[config.mk]
export PLATFORM = sky130hd
export DESIGN_NAME = lsu_param
export DESIGN_NICKNAME = d
export VERILOG_FILES = /design/src/rtl/lsu_param.sv
export SDC_FILE = /design/constraint.sdc
export NUM_CORES = 1
export LEC_CHECK = 0
export BUFFER_PORTS_ARGS = -buffer_cell sky130_fd_sc_hd__buf_2
export CAP_MARGIN = 10
export CORE_ASPECT_RATIO = 0.6
export CORE_MARGIN = 2
export CORE_UTILIZATION = 45
export DETAILED_ROUTE_END_ITERATION = 10
export GPL_ROUTABILITY_DRIVEN = 0
export PLACE_DENSITY_LB_ADDON = 0.25
export SYNTH_ARGS = -nofsm -noshare
export SYNTH_HDL_FRONTEND = slang
export SYNTH_SLANG_ARGS = --single-unit
[constraint.sdc]
create_clock -name clk -period 3.07 [get_ports clk]
set_clock_uncertainty 0.15 [all_clocks]
set_input_delay 0.307 -clock clk [delete_from_list [all_inputs] [get_ports clk]]
set_output_delay 0.307 -clock clk [all_outputs]
set_load 0.005 [all_outputs]
[src/rtl/lsu_param.sv]
// Per-thread load/store unit: base+offset addressing, valid/ready memory handshake,
// read/write conflict flag, registered busy. Define LSU_TIMEOUT_EN to add a WAITING watchdog.
module lsu_param #(
    parameter int ADDR_BITS      = 8,
    parameter int DATA_BITS      = 8,
    parameter int TIMEOUT_CYCLES = 255
) (
    input  logic                 clk,
    input  logic                 reset,
    input  logic                 enable,
    input  logic [2:0]           core_state,
    input  logic                 decoded_mem_read_enable,
    input  logic                 decoded_mem_write_enable,
    input  logic [ADDR_BITS-1:0] addr_offset,
    input  logic [DATA_BITS-1:0] rs,
    input  logic [DATA_BITS-1:0] rt,
    output logic                 mem_read_valid,
    output logic [ADDR_BITS-1:0] mem_read_address,
    input  logic                 mem_read_ready,
    input  logic [DATA_BITS-1:0] mem_read_data,
    output logic                 mem_write_valid,
    output logic [ADDR_BITS-1:0] mem_write_address,
    output logic [DATA_BITS-1:0] mem_write_data,
    input  logic                 mem_write_ready,
    output logic [1:0]           lsu_state,
    output logic [DATA_BITS-1:0] lsu_out,
    output logic                 lsu_busy,
    output logic                 lsu_error
);

    typedef enum logic [1:0] {
        IDLE       = 2'b00,
        REQUESTING = 2'b01,
        WAITING    = 2'b10,
        DONE       = 2'b11
    } state_t;

    localparam logic [2:0] CORE_REQUEST = 3'b011;
    localparam logic [2:0] CORE_UPDATE  = 3'b110;

    if (TIMEOUT_CYCLES < 1) begin : g_bad_timeout
        $error("lsu_param: TIMEOUT_CYCLES must be >= 1");
    end

    state_t               state_q, state_d;
    logic                 op_write_q, op_write_d;
    logic                 rd_valid_q, rd_valid_d;
    logic [ADDR_BITS-1:0] rd_addr_q, rd_addr_d;
    logic                 wr_valid_q, wr_valid_d;
    logic [ADDR_BITS-1:0] wr_addr_q, wr_addr_d;
    logic [DATA_BITS-1:0] wr_data_q, wr_data_d;
    logic [DATA_BITS-1:0] out_q, out_d;
    logic                 busy_q, busy_d;
    logic                 error_q, error_d;
    logic [ADDR_BITS-1:0] base, ea;

`ifdef LSU_TIMEOUT_EN
    localparam int               CNT_W    = $clog2(TIMEOUT_CYCLES + 1);
    localparam logic [CNT_W-1:0] CNT_LAST = CNT_W'(TIMEOUT_CYCLES - 1);
    logic [CNT_W-1:0] cnt_q, cnt_d;
`endif

    // A wide base register is truncated to the address width before the add.
    if (DATA_BITS >= ADDR_BITS) begin : g_base_trunc
        assign base = rs[ADDR_BITS-1:0];
    end else begin : g_base_zext
        assign base = {{(ADDR_BITS-DATA_BITS){1'b0}}, rs};
    end

    assign ea = base + addr_offset;

    always_comb begin
        state_d    = state_q;
        op_write_d = op_write_q;
        rd_valid_d = rd_valid_q;
        rd_addr_d  = rd_addr_q;
        wr_valid_d = wr_valid_q;
        wr_addr_d  = wr_addr_q;
        wr_data_d  = wr_data_q;
        out_d      = out_q;
        error_d    = error_q;
`ifdef LSU_TIMEOUT_EN
        cnt_d      = cnt_q;
`endif
        case (state_q)
            IDLE: begin
                if (core_state == CORE_REQUEST) begin
                    if (decoded_mem_read_enable && decoded_mem_write_enable) begin
                        error_d = 1'b1;
                        state_d = DONE;
                    end else if (decoded_mem_read_enable || decoded_mem_write_enable) begin
                        op_write_d = decoded_mem_write_enable;
                        error_d    = 1'b0;
                        state_d    = REQUESTING;
                    end
                end
            end
            REQUESTING: begin
                if (op_write_q) begin
                    wr_valid_d = 1'b1;
                    wr_addr_d  = ea;
                    wr_data_d  = rt;
                end else begin
                    rd_valid_d = 1'b1;
                    rd_addr_d  = ea;
                end
`ifdef LSU_TIMEOUT_EN
                cnt_d = '0;
`endif
                state_d = WAITING;
            end
            WAITING: begin
                // Only the latched channel's ready matters; ready beats the watchdog.
                if (!op_write_q && mem_read_ready) begin
                    out_d      = mem_read_data;
                    rd_valid_d = 1'b0;
                    state_d    = DONE;
                end else if (op_write_q && mem_write_ready) begin
                    wr_valid_d = 1'b0;
                    state_d    = DONE;
                end
`ifdef LSU_TIMEOUT_EN
                else if (cnt_q == CNT_LAST) begin
                    rd_valid_d = 1'b0;
                    wr_valid_d = 1'b0;
                    error_d    = 1'b1;
                    state_d    = DONE;
                end else begin
                    cnt_d = cnt_q + 1'b1;
                end
`endif
            end
            DONE: begin
                if (core_state == CORE_UPDATE) state_d = IDLE;
            end
            default: state_d = IDLE;
        endcase
        busy_d = (state_d == REQUESTING) || (state_d == WAITING);
    end

    always_ff @(posedge clk) begin
        if (reset) begin
            state_q    <= IDLE;
            op_write_q <= 1'b0;
            rd_valid_q <= 1'b0;
            rd_addr_q  <= '0;
            wr_valid_q <= 1'b0;
            wr_addr_q  <= '0;
            wr_data_q  <= '0;
            out_q      <= '0;
            busy_q     <= 1'b0;
            error_q    <= 1'b0;
`ifdef LSU_TIMEOUT_EN
            cnt_q      <= '0;
`endif
        end else if (enable) begin
            state_q    <= state_d;
            op_write_q <= op_write_d;
            rd_valid_q <= rd_valid_d;
            rd_addr_q  <= rd_addr_d;
            wr_valid_q <= wr_valid_d;
            wr_addr_q  <= wr_addr_d;
            wr_data_q  <= wr_data_d;
            out_q      <= out_d;
            busy_q     <= busy_d;
            error_q    <= error_d;
`ifdef LSU_TIMEOUT_EN
            cnt_q      <= cnt_d;
`endif
        end
    end

    assign mem_read_valid    = rd_valid_q;
    assign mem_read_address  = rd_addr_q;
    assign mem_write_valid   = wr_valid_q;
    assign mem_write_address = wr_addr_q;
    assign mem_write_data    = wr_data_q;
    assign lsu_state         = state_q;
    assign lsu_out           = out_q;
    assign lsu_busy          = busy_q;
    assign lsu_error         = error_q;

endmodule

* Yosys cells after proc, flatten, opt, wreduce, memory -nomap -nowiden
Cells that the tools add are included. W data, S select, Z words.
Cells by class: add/subtract/negate cells 1, equal/unequal tests 12, multiplexer cells 16, reduce and logical (&&, ||, !) cells 16, bitwise logic cells 2
Operator list (number):
- $mux W2 | 6
- $ne A2 B2 Y1 const B | 5
- $reduce_and A5 Y1 | 2
- $reduce_and A3 Y1 | 3
- $add A8 B8 Y8 | 1
- $pmux W2 S4 | 1
- $reduce_and A4 Y1 | 2
- $mux W1 | 7
- $eq A2 B2 Y1 const B | 3
- $eq A2 B1 Y1 const B | 2
- $pmux W1 S2 | 2
- $reduce_bool A2 Y1 | 2
- $eq A3 B2 Y1 const B | 1
- $eq A3 B3 Y1 const B | 1
- $logic_and A1 B1 Y1 | 3
- $logic_not A2 Y1 | 1
- $logic_or A1 B1 Y1 | 2
- $not A1 Y1 | 2
- $logic_not A1 Y1 | 1
Storage, ports and cells: output and inout bits 38, flip-flop bits (word level) 39, word-level logic and storage cells 57

* Longest topological paths before layout
word-level depth 7, depth in mapped cells 7, gate-level depth less buffers 7

* Worst setup path before layout
OpenSTA, ideal clock, no wires.
path kind input to register, from input port addr_offset[0], to register rd_addr_q[6] (netlist: mem_read_address[6]), arrival time 1.515 ns, cell stages on the path 7, setup slack 1.276 ns, library setup time 0.129 ns, data required time 2.791 ns, cells stage by stage ha_1 -> inv_1 -> fa_1 -> nor2b_1 -> o31ai_1 -> a211oi_1 -> o31ai_1
On the way: cells in the longest elaborated chain, start to end 1
RTL lines:
- from (decl) | RTL line 14 | input logic [ADDR_BITS-1:0] addr_offset,
- $add A8 B8 Y8 | RTL line 70 | assign ea = base + addr_offset;
- to (signal assigned) | RTL line 160 | rd_addr_q <= rd_addr_d;
- to (decl) | RTL line 48 | logic [ADDR_BITS-1:0] rd_addr_q, rd_addr_d;
No other way between the ends. A chain may end at the register's enable or synchronous reset.

* Worst setup path after layout
from register state_q[0] (netlist: lsu_state[0]), to register rd_addr_q[5] (netlist: mem_read_address[5])
On the way: cells in the longest elaborated chain, start to end 2
RTL lines:
- from (decl) | RTL line 45 | state_t state_q, state_d;
- from (signal assigned) | RTL line 157 | state_q <= state_d;
- $eq A2 B1 Y1 | RTL line 85 | case (state_q)
- $reduce_and A3 Y1 (no source line)
No other way between the ends.

==> reports/metrics.yaml <==
die_height_um: 54.6
design_area_mm2: 0.00245
crit_required_ns: 3.16
drc: 0
synth_flop_cell: "dfxtp_1"
fmax_mhz: 516
final_nets: 344
fill_cells: 395
ctsHoldBuffers: 0
cts_setup_buffers: 0
synth-edff-count: 0
num_vias: 1790
avgSynthCellArea_um2: 8.77
ys_async_sr_fraction_pct: 0
grt.overflow.total: 0
cts.sinks: 39
grtUsageTotal_pct: 20.5
finalHoldViolations: 0
crit_slowest_cell: "dfxtp_1"
path_cells: "nand4bb_1, buf_4, or4_1, nand3_1"
yosys_warnings: 0
insertion_delay_ns: 0.29
wl_mm: 4.69
die_w_um: 88.3
dp_slack_ns: 0.941
setup_ws_ns: 1.13
crit_type: "flop to flop"
cts_tree: "done"
ys_types: 49
critPathBufInv: 1
start_util_pct: 46.9
clk_pin_slew_ns: 0.08
setup_tns_ns: 0
grt_pass1_vias: 1621
endpoint_kind: "flop"
fin_util_pct: 59.8
htreeDepth: 2
cts_buffers: 5
finalSetupViolCount: 0
cts_resized: 0
rsz0062_at_grt: "no"
via_per_inst: 5.04
arrival_ns: 2.03
synth_area_mm2: 0.00192
clockBufferDepth: 2
placed_cell_area_mm2: 0.00233
core_mm2: 0.00410
area_delta_synth_final_pct: 27.6
antenna_found_initial: 0
synth_fp_nets: 269
drive_above_1_share_pct: 32.5
routedWlPerCell_um: 13.2
grt_max_degree: 45
critical_path.max_fanout: 13
worstMarginPinSlew_ns: 0.764
period_minus_slack_ns: 1.94
slowest_delay_ns: 0.59
register_area_um2: 781
hp-class: "primary input to flop"
maxCapViolations: 0
first_pass_iters: 4
fin_crit_sh_pct: 63.1
status: "completed"
slew_violations: 0
ys_ff_latch: 39
dp.cells: 347
p_per_area_mw_per_mm2: 444
port_buffers: 79
multi_input_area_mm2: 0.00104
place_hpwl_mm: 3.49
maxSlewHeadroom_pct: 49.1
io_pins: 80
whs_ns: 0.0695
cp-start-kind: "flop"
drtAntennaViolNets: 0
postSynthCellCount: 219
power.total_mw: 1.09
dieArea_mm2: 0.00482
diodes: 0
grt_pass1_wl_mm: 7.40
yosysSeqAreaShare_pct: 40.7
ir_worst_vdd_uv: 272
cts_root_buf: "clkbuf_8"
crit_family: "simple AND/OR/NAND/NOR gates"
power_leakage_nw: 1.14
drtIter0Drc: 104
final_cells: 355
rows: 18
[final timing paths]
path	end	slack [ns]	cells after the start	start
max reg2reg	mem_read_address[5]	1.13	4	lsu_state[0]
min	mem_write_valid	0.07	2	mem_write_ready
min reg2reg	mem_write_data[7]	0.30	2	mem_write_data[7]
max	mem_read_address[5]	1.13	4	lsu_state[0]
[Yosys cell counts (4+ instances only)]
master	number	area, µm²
clkbuf_1	5	18.8
nand3b_1	4	30.0
inv_1	6	22.5
o21ai_0	4	20.0
nor2_1	19	71.3
mux2i_1	9	90.1
a21oi_1	23	115
nand2_1	31	116
or3_1	4	25.0
a211oi_1	7	52.6
nor2b_1	4	25.0
dfxtp_1	39	781
nor3_1	5	25.0
ha_1	7	87.6
[cell families after synthesis]
logic type	count (synthesis)	share of synthesized area (%)
and+or+nand+nor	87	24.6
AOI/OAI and AO/OA	53	18.2
DFF	39	40.7
buffers and inverters	21	5.28
muxes	9	4.69
adders and majority gates	8	5.60
xor gates and xnor gates	2	0.912
[final cells by class]
cell class / count / share of cell area [%]
multi-input cells: 159 / 42.4
flip-flops and latches: 39 / 31.9
repair buffers: 81 / 16.7
well taps: 60 / 3.06
clock buffers: 5 / 2.81
clock inverters: 3 / 1.94
inverters: 8 / 1.23
[placed cells by master (no fill, tap or decap), types with 5 or more instances in the layout]
cell	count
a21oi_1	23
ha_1	7
a211oi_1	7
clkbuf_8	5
mux2i_1	9
buf_2	79
nor3_1	5
nand2_1	31
inv_1	6
dfxtp_1	39
nor2_1	19
[state kept, by name, summed over array words and instances (netlist names)]
register	count
op_write_q	1
lsu_out	8
mem_write_data	8
lsu_error	1
mem_write_address	8
mem_read_valid	1
lsu_busy	1
mem_write_valid	1
lsu_state	2
mem_read_address	8
[power by group]
group / leakage (nW) / total, mW / internal (mW) / switching (mW)
combinational: 0.763 / 0.128 / 0.0579 / 0.0697
clock: 0.0587 / 0.448 / 0.247 / 0.201
sequential: 0.314 / 0.513 / 0.509 / 0.00376
[per-layer routing]
metal | track usage [%] | vias to the layer above | part of all wire, %
li1 | - | 930 | -
met1 | 29.2 | 795 | 52
met2 | 28.6 | 60 | 38
met3 | 7.69 | 5 | 9.2
met4 | 6.31 | 0 | 0.75
met5 | 0 | - | 0
(Power assumes the default switching activity.)
